[config.mk]
export PLATFORM = sky130hd
export DESIGN_NAME = stepper_phase_monitor
export DESIGN_NICKNAME = d
export VERILOG_FILES = /design/src/rtl/stepper_phase_monitor.sv
export SDC_FILE = /design/constraint.sdc
export NUM_CORES = 1
export LEC_CHECK = 0
export ABC_AREA = 0
export CORE_ASPECT_RATIO = 1.4
export CORE_MARGIN = 2
export CORE_UTILIZATION = 54
export DETAILED_ROUTE_END_ITERATION = 10
export GPL_TIMING_DRIVEN = 0
export PLACE_DENSITY = 0.8
export SLEW_MARGIN = 15
export SYNTH_ARGS = -nofsm -noshare
export SYNTH_HDL_FRONTEND = slang
export SYNTH_SLANG_ARGS = --single-unit
[constraint.sdc]
create_clock -name drv_clk -period 5.3 [get_ports drv_clk]
set_input_delay 0.53 -clock drv_clk [delete_from_list [all_inputs] [get_ports drv_clk]]
set_output_delay 0.53 -clock drv_clk [all_outputs]
set_load 0.01 [all_outputs]
[src/rtl/stepper_phase_monitor.sv]
// rtl/stepper_phase_monitor.sv - position/health monitor for a one-hot stepper coil drive bus
// Optional macro POS_SAT_EN: saturating position counter with sat flag (default wraps, sat=0).
module stepper_phase_monitor #(
   parameter int POS_W = 8
) (
   input  logic                    drv_clk,
   input  logic                    reset,
   input  logic [3:0]              motor_drv,
   input  logic                    clr_fault,
   input  logic                    pos_zero,
   output logic signed [POS_W-1:0] pos,
   output logic                    step_fwd,
   output logic                    step_rev,
   output logic                    idle,
   output logic                    at_home,
   output logic                    fault,
   output logic [1:0]              fault_code,
   output logic                    sat
);

   typedef enum logic [1:0] {SYNC, TRACK, FAULT} state_t;
   typedef enum logic [2:0] {C_SAME, C_FWD, C_REV, C_SKIP, C_IDLE, C_ILLEGAL} cls_t;

   localparam logic signed [POS_W-1:0] ONE = POS_W'(1);
`ifdef POS_SAT_EN
   localparam logic signed [POS_W-1:0] POS_MAX = {1'b0, {(POS_W-1){1'b1}}};
   localparam logic signed [POS_W-1:0] POS_MIN = {1'b1, {(POS_W-1){1'b0}}};
   logic sat_q;
   logic sat_nxt;
   assign sat = sat_q;
`else
   assign sat = 1'b0;
`endif

   state_t                  state;
   cls_t                    cls;
   logic [3:0]              sample;
   logic [1:0]              ref_ph;
   logic [1:0]              idx;
   logic [1:0]              diff;
   logic                    one_hot;
   logic signed [POS_W-1:0] pos_nxt;

   // Phase index of the registered sample and its class relative to the reference phase.
   always_comb begin
      idx     = 2'd0;
      one_hot = 1'b1;
      case (sample)
         4'b0001: idx = 2'd0;
         4'b0010: idx = 2'd1;
         4'b0100: idx = 2'd2;
         4'b1000: idx = 2'd3;
         default: one_hot = 1'b0;
      endcase
      diff = idx - ref_ph;
      if (sample == 4'b0000)
         cls = C_IDLE;
      else if (!one_hot)
         cls = C_ILLEGAL;
      else begin
         case (diff)
            2'd0:    cls = C_SAME;
            2'd1:    cls = C_FWD;
            2'd2:    cls = C_SKIP;
            default: cls = C_REV;
         endcase
      end
   end

   // Position after a step; only consumed for FWD/REV in TRACK.
   always_comb begin
      pos_nxt = pos;
`ifdef POS_SAT_EN
      sat_nxt = sat_q;
      if (cls == C_FWD) begin
         sat_nxt = (pos == POS_MAX);
         if (pos != POS_MAX) pos_nxt = pos + ONE;
      end else if (cls == C_REV) begin
         sat_nxt = (pos == POS_MIN);
         if (pos != POS_MIN) pos_nxt = pos - ONE;
      end
`else
      if (cls == C_FWD)
         pos_nxt = pos + ONE;
      else if (cls == C_REV)
         pos_nxt = pos - ONE;
`endif
   end

   always_ff @(posedge drv_clk or posedge reset) begin
      if (reset) begin
         state      <= SYNC;
         sample     <= 4'b0000;
         ref_ph     <= 2'd0;
         pos        <= '0;
         step_fwd   <= 1'b0;
         step_rev   <= 1'b0;
         idle       <= 1'b0;
         at_home    <= 1'b0;
         fault      <= 1'b0;
         fault_code <= 2'b00;
`ifdef POS_SAT_EN
         sat_q      <= 1'b0;
`endif
      end else begin
         sample   <= motor_drv;
         step_fwd <= 1'b0;
         step_rev <= 1'b0;
         idle     <= 1'b0;
         case (state)
            SYNC: begin
               case (cls)
                  C_IDLE: idle <= 1'b1;
                  C_ILLEGAL: begin
                     state      <= FAULT;
                     fault      <= 1'b1;
                     fault_code <= 2'b01;
                  end
                  default: begin
                     state   <= TRACK;
                     ref_ph  <= idx;
                     at_home <= (idx == 2'd0);
                  end
               endcase
            end
            TRACK: begin
               case (cls)
                  C_IDLE: idle <= 1'b1;
                  C_FWD, C_REV: begin
                     step_fwd <= (cls == C_FWD);
                     step_rev <= (cls == C_REV);
                     ref_ph   <= idx;
                     at_home  <= (idx == 2'd0);
                     pos      <= pos_nxt;
`ifdef POS_SAT_EN
                     sat_q    <= sat_nxt;
`endif
                  end
                  C_SKIP, C_ILLEGAL: begin
                     state      <= FAULT;
                     fault      <= 1'b1;
                     fault_code <= (cls == C_SKIP) ? 2'b10 : 2'b01;
                     at_home    <= 1'b0;
                  end
                  default: ;
               endcase
            end
            FAULT: begin
               if (clr_fault) begin
                  state      <= SYNC;
                  fault      <= 1'b0;
                  fault_code <= 2'b00;
               end
            end
            default: state <= SYNC;
         endcase
         // Position clear beats any step decided on this same edge.
         if (pos_zero) begin
            pos <= '0;
`ifdef POS_SAT_EN
            sat_q <= 1'b0;
`endif
         end
      end
   end

endmodule

==> reports/results.ini, run 1 <==
[status]
status=finished clean

[cts]
cts_setup_buffers=0
root_buffer=clkbuf_8
cts_tree=built
cts.path.max_buffers=2
cts_max_level=1
clkSinkCount=23
clk_latency_ns=0.27
cts_inserted_buffers=3
cts_hold_buf=0
clk_pin_slew_worst_paths_ns=0.08
cts_resized=0

[logic_synthesis]
netlist_area_sq_um=1610
synth_top_area_share=0.358
ys_async_sr_fraction=1.00
post-synth-top-count-cell=dfrtp_1
synth-seq-cells=23
synth_largest_area_cell=dfrtp_1
syn_nets=185
synth.avg_cell_area_sq_um=9.87
synthTopCellsByArea=dfrtp_1 (36%), ha_1 (10%), mux2i_1 (4.4%)
ys_types=53
synth_ff_type=dfrtp_1
synth_common_cells=dfrtp_1 (23), a21oi_1 (13), ha_1 (13)
yosys_warnings=0
synth_seq_area_share=0.358
syn_inst=163
synth_edf_count=0

[routing]
drt.antenna.violating_nets=0
wl_per_cell_um=13.8
vias_per_cell=5.56
drc=0
drt_pass1_iterations=4
drtIter0Drc=38
totalWireLength_um=3110
dr_total_vias=1250

[layout]
register_area_sq_um=576
layout-drive-gt1-share=0.117
area_growth_pct=18.8
n_fill_cell=223
n_antenna_cell=0
nNetsFinal=211
multi_input_area_sq_um=935
instances_no_fill=225

[grt]
gr-total-overflow=0
grt_usage=0.200
grt_antenna_before_repair=0
grt_max_degree=24
grt_pass1_vias=1246
grt_pass1_wl_um=5260

[critical_path]
crit_cells=18
crit_fanout=9
start_kind=flip-flop
crit_family=simple AND/OR/NAND/NOR gates
cp_slowest_cell=or3_1
path_cells=clkbuf_1, xnor2_1, or3_1, ha_1, xnor2_1, xnor2_1, ha_1, inv_1, nand2_1, a21oi_2, inv_1, ha_1, nor2b_1, o31a_1, o21a_1, o21ai_0, or3b_1, a21oi_1
cp.arrival_ns=4.57
crit_required_ns=5.50
worstRegToRegCells=18
max_stage_delay_ns=0.38
worstSetupPathType=reg -> reg
crit_buf_inv=3
end_kind=flip-flop

[timing]
max_freq_ghz=0.229
rsz0062_at_grt=false
final_hold_viol_count=0
period_share=0.824
tns_ns=0
tightest_slew_ns=0.866
drv_slew=0
fin_skew_ns=0.00290
max_slew_margin=0.422
min_period_ns=4.37
setup_viol=0

[power_and_ir_drop]
ir_drop_mv=0.353
p_leak_nw=0.869
netSwitchingPower_mw=0.385
power_frac_comb=0.614
p_int_mw=0.508
powerDensity_nw_per_um2=467
power_frac_clock=0.124
swShare=0.431
pwr-share-seq=0.262

[place]
dpl.hpwl_um=2480
portBuffers=21
dp.cells=221
gp_congestion=0.823

[floorplan]
die_area_sq_um=3440
core_area_sq_um=2850
rows=23
pin_count=24
die_h_um=68.6
die_width_um=50.1
start_util=0.565

[min_path]
hp-class=reg -> reg
hold_depth=1

[flow_run]
cap_violations=0

-- metrics by stage --
step / hold slack, ns / power (mW) / instance area [sq um] / utilization / setup WS (ns)
2_1_floorplan: 0.487 / 0.656 / 1610 / - / 1.49
3_3_place_gp: 0.478 / 0.759 / 1870 / 0.655 / 1.07
3_5_place_dp: 0.485 / 0.785 / 1870 / 0.655 / 0.984
4_1_cts: 0.510 / 0.899 / 1910 / 0.671 / 0.905
5_1_grt: 0.529 / 0.962 / 1910 / 0.671 / 0.583
6_report: 0.507 / 0.893 / 1910 / 0.671 / 0.933
-- flip-flops by register name, summed over array words and instances, names as in the netlist --
signal      count
pos             8
sample          4
fault_code      2
ref_ph          2
state           2
at_home         1
fault           1
idle            1
step_fwd        1
step_rev        1
-- layout make-up --
cell class / instances / share of cell area
multi-input combinational: 121 / 0.489
sequential: 23 / 0.301
timing repair buffer: 21 / 0.110
buffer: 8 / 0.0301
tap: 37 / 0.0242
clock buffer: 3 / 0.0216
inverter: 11 / 0.0216
clock inverter: 1 / 0.00262
-- cells by family after synthesis --
| group | count (synthesis) | share of synthesized area |
|---|---|---|
| buffers and inverters | 19 | 0.0614 |
| and+or+nand+nor | 44 | 0.162 |
| xor gates and xnor gates | 9 | 0.0490 |
| other | 1 | 0.00233 |
| AOI/OAI and AO/OA | 42 | 0.183 |
| adders and majority gates | 15 | 0.121 |
| muxes | 10 | 0.0645 |
| DFF | 23 | 0.358 |
-- cells in the final DEF (no fill, tap or decap), types with 2 or more instances in the layout --
| cell | synthesis | layout |
|---|---|---|
| dfrtp_1 | 23 | 23 |
| clkdlybuf4s50_1 | 0 | 21 |
| a21oi_1 | 13 | 13 |
| ha_1 | 13 | 13 |
| nor2_1 | 11 | 11 |
| inv_1 | 11 | 11 |
| o21ai_0 | 9 | 9 |
| xnor2_1 | 8 | 8 |
| nand2_1 | 7 | 7 |
| mux2i_1 | 7 | 7 |
| o21a_1 | 4 | 4 |
| nor3_1 | 4 | 4 |
| nor2b_1 | 3 | 3 |
| buf_6 | 3 | 3 |
| clkbuf_8 | 0 | 3 |
| clkbuf_1 | 2 | 2 |
| o21ai_1 | 2 | 2 |
| nand2_2 | 2 | 2 |
| a211oi_1 | 2 | 2 |
| mux2_1 | 2 | 2 |
| or3_1 | 2 | 2 |
| and2_1 | 2 | 2 |
-- path summary, 6_finish.rpt --
kind                                from  slack [ns]            end
min                        fault_code[1]        0.51  fault_code[1]
max reg2reg                    sample[1]        0.93         pos[6]
min in group asynchronous          reset        0.74  fault_code[1]
max                            sample[1]        0.93         pos[6]
min reg2reg                fault_code[1]        0.51  fault_code[1]
max in group asynchronous          reset        4.03         pos[7]
-- per-layer routing --
layer,global-route usage,up-vias,part of all wire
li1,-,618,-
met1,0.200,602,0.39
met2,0.413,23,0.57
met3,0.0172,7,0.020
met4,0.0903,0,0.021
met5,0,-,0
-- power groups by stage --
stage	Clock [mW]	Combinational, mW	Sequential (mW)
2_1_floorplan	0	0.414	0.243
3_3_place_gp	0	0.524	0.235
3_5_place_dp	0	0.548	0.238
4_1_cts	0.111	0.553	0.235
5_1_grt	0.119	0.604	0.239
6_report	0.111	0.548	0.234
No activity file was read; power rests on OpenSTA's default activity.
==> inputs of run 2 (changes only) <==
clock period = 4.1 ns   (was 5.3 ns; I/O delays follow)
==> run 2 against run 1 <==
  * Die area stayed put
  * Via count is 1.5% higher
  * Highest routed layer unchanged
  * First-iteration DRC count is 2.6% lower
  * Global-route usage is 0.42 points higher
  * Cell area is 2.7% higher
  * Clock skew is 0.00094 ns lower
  * Largest cell class unchanged
==> reports/results.ini, run 2 (synthesized netlist as in run 1, its figures left out) <==
[min_path]
hp-class=reg -> reg

[layout]
n_fill_cell=216  ; -3.1%
mostFrequentLayoutCells=dfrtp_1 (22), clkdlybuf4s50_1 (21), a21oi_1 (12)
nNetsFinal=212  ; +0.47%
n_antenna_cell=0  ; unchanged
instances_no_fill=226  ; +0.44%
largest_registers=pos (8), sample (4)
mostFrequentLayoutCell=dfrtp_1
area_growth_pct=22.0
layout-drive-gt1-share=0.169  ; +0.0523
largest_reg_flops=8  ; unchanged
regMostFlops=pos

[critical_path]
cp_slowest_cell=dfrtp_1
r2r_setup_slack_ns=0.20  ; -0.74 ns
end_kind=flip-flop
path_cells=buf_2, xnor2_1, or3_4, ha_1, xnor2_1, xnor2_1, ha_2, inv_1, nand2_1, a21oi_4, inv_2, ha_1, a211oi_2, o21bai_1, o22ai_1, xnor2_1, or3_1, a21oi_2
cp.arrival_ns=4.10  ; -0.47 ns
start_kind=flip-flop
crit_fanout=10  ; +1
crit_required_ns=4.30  ; -1.20 ns
r2r_start=sample[3]
startpoint=sample[3]
worstRegToRegCells=18  ; unchanged
worstSetupPathType=reg -> reg
max_stage_delay_ns=0.36  ; -0.02 ns
regToRegEndpoint=pos[7]
cp-endpoint=pos[7]
cpMostUsedCell=xnor2_1

[timing]
max_freq_ghz=0.256  ; +12%
setup_viol=0  ; unchanged
fin_skew_ns=0.00196  ; -0.000940 ns
tightest_slew_ns=0.866  ; +0.000395 ns
final_hold_viol_count=0  ; unchanged
drv_slew=0  ; unchanged
period_share=0.952  ; +0.128
min_period_ns=3.90  ; -0.464 ns
max_slew_margin=0.422  ; about the same
tns_ns=0  ; unchanged
rsz0062_at_grt=true

[power_and_ir_drop]
pwr-share-seq=0.252  ; -0.010
swShare=0.429  ; -0.00259
power_frac_clock=0.117  ; -0.007
p_int_mw=0.690  ; +36%
powerDensity_nw_per_um2=615  ; +32%
p_leak_nw=0.877  ; +0.95%
power_frac_comb=0.631  ; +0.017
netSwitchingPower_mw=0.518  ; +34%
ir_drop_mv=0.496  ; +41%
power_mw=1.21  ; +35%

[cts]
clk_latency_ns=0.26  ; about the same
cts_tree=built
cts_inserted_buffers=3  ; unchanged
cts_hold_buf=0  ; unchanged
clk_pin_slew_worst_paths_ns=0.08  ; about the same
cts_max_level=1  ; unchanged
clkSinkCount=23  ; unchanged
cts.path.max_buffers=2  ; unchanged
root_buffer=clkbuf_8

[status]
status=finished clean

[place]
gp_congestion=0.823  ; unchanged
portBuffers=21  ; unchanged
dpl.hpwl_um=2480  ; unchanged
dp.cells=221  ; unchanged

[grt]
grt_pass1_vias=1236  ; -0.80%
grt_usage=0.205  ; +0.00419
grt_antenna_before_repair=0  ; unchanged
grt_pass1_wl_um=5340  ; +1.6%
grt_max_degree=24  ; unchanged
gr-total-overflow=0  ; unchanged

[floorplan]
start_util=0.565  ; unchanged
pin_count=24  ; unchanged
die_area_sq_um=3440  ; unchanged
core_area_sq_um=2850  ; unchanged
die_width_um=50.1  ; unchanged
rows=23  ; unchanged
die_h_um=68.6  ; unchanged

[routing]
top_layer=met4
drtIter0Drc=37  ; -2.6%
drt_pass1_iterations=4  ; unchanged
dr_total_vias=1269  ; +1.5%
drt.antenna.violating_nets=0  ; unchanged
wl_per_cell_um=14.0  ; +1.3%
wl_met3_um=70  ; +11%
wl_met1_um=1200  ; -0.17%
drc=0  ; unchanged
vias_per_cell=5.62  ; +1.1%
route.met2.wl_um=1820  ; +2.5%
totalWireLength_um=3170  ; +1.8%

[flow_run]
cap_violations=0  ; unchanged

-- run 2: cell types whose count changed in the layout (fill, tap and decap cells not counted), sizes merged --
| cell | change |
|---|---|
| buf | +2 |
| clkbuf | -1 |
-- run 2: worst max-delay path: cells and delay by family (launching register included) --
kind	cells	cell delay, ns
compound gates	5	0.87
fa+ha+maj	3	0.85
buf+inv	3	0.35
flops	1	0.36
simple gates	3	0.79
xor+xnor	4	0.60
-- run 2: layout make-up --
type | instances | area (sq um) | area share
inverters | 11 | 41.3 | 0.0210
well taps | 37 | 46.3 | 0.0236
repair buffers | 23 | 225 | 0.115
flip-flops and latches | 23 | 577 | 0.294
plain buffers | 7 | 53.8 | 0.0274
clock inverters | 1 | 5.00 | 0.00255
multi-input cells | 121 | 973 | 0.496
clock buffers | 3 | 41.3 | 0.0210
-- run 2: what timing repair did --
action / in CTS / in global routing
setup buffers: 2 / 0
pin swaps: 2 / 3
endpoints found under the setup margin: 2 / 2
resized for setup: 4 / 5
-- run 2: power by group through the flow --
stage          Clock, mW  Sequential (mW)  Combinational, mW
6_report           0.141            0.305              0.762
2_1_floorplan          0            0.314              0.535
3_3_place_gp           0            0.304              0.677
4_1_cts            0.143            0.305              0.747
3_5_place_dp           0            0.307              0.708
5_1_grt            0.155            0.312              0.830
-- run 2: per-stage QoR --
step	cell area, sq um	hold slack [ns]	util	setup slack [ns]
floorplan	1610	0.412	-	0.286
global placement	1870	0.478	0.655	-0.131
detailed placement	1870	0.485	0.655	-0.216
CTS	1940	0.504	0.679	0.0772
global route	1960	0.529	0.689	-0.00440
finish	1960	0.507	0.689	0.197
-- run 2: worst min-delay path by stage --
stage | end | startpoint | depth (start not counted) | slack (ns)
3_3_place_gp | fault_code[0] | fault_code[0] | 1 | 0.48
2_1_floorplan | at_home | reset | 1 | 0.41
6_report | fault_code[1] | fault_code[1] | 1 | 0.51
4_1_cts | pos[0] | pos_zero | 2 | 0.50
3_5_place_dp | fault_code[1] | fault_code[1] | 1 | 0.49
5_1_grt | fault_code[1] | fault_code[1] | 1 | 0.53
-- run 2: routing by layer --
layer	vias up	track usage
met5	-	0
met4	0	0.0903
met3	8	0.0151
met2	27	0.418
met1	610	0.209
li1	624	-
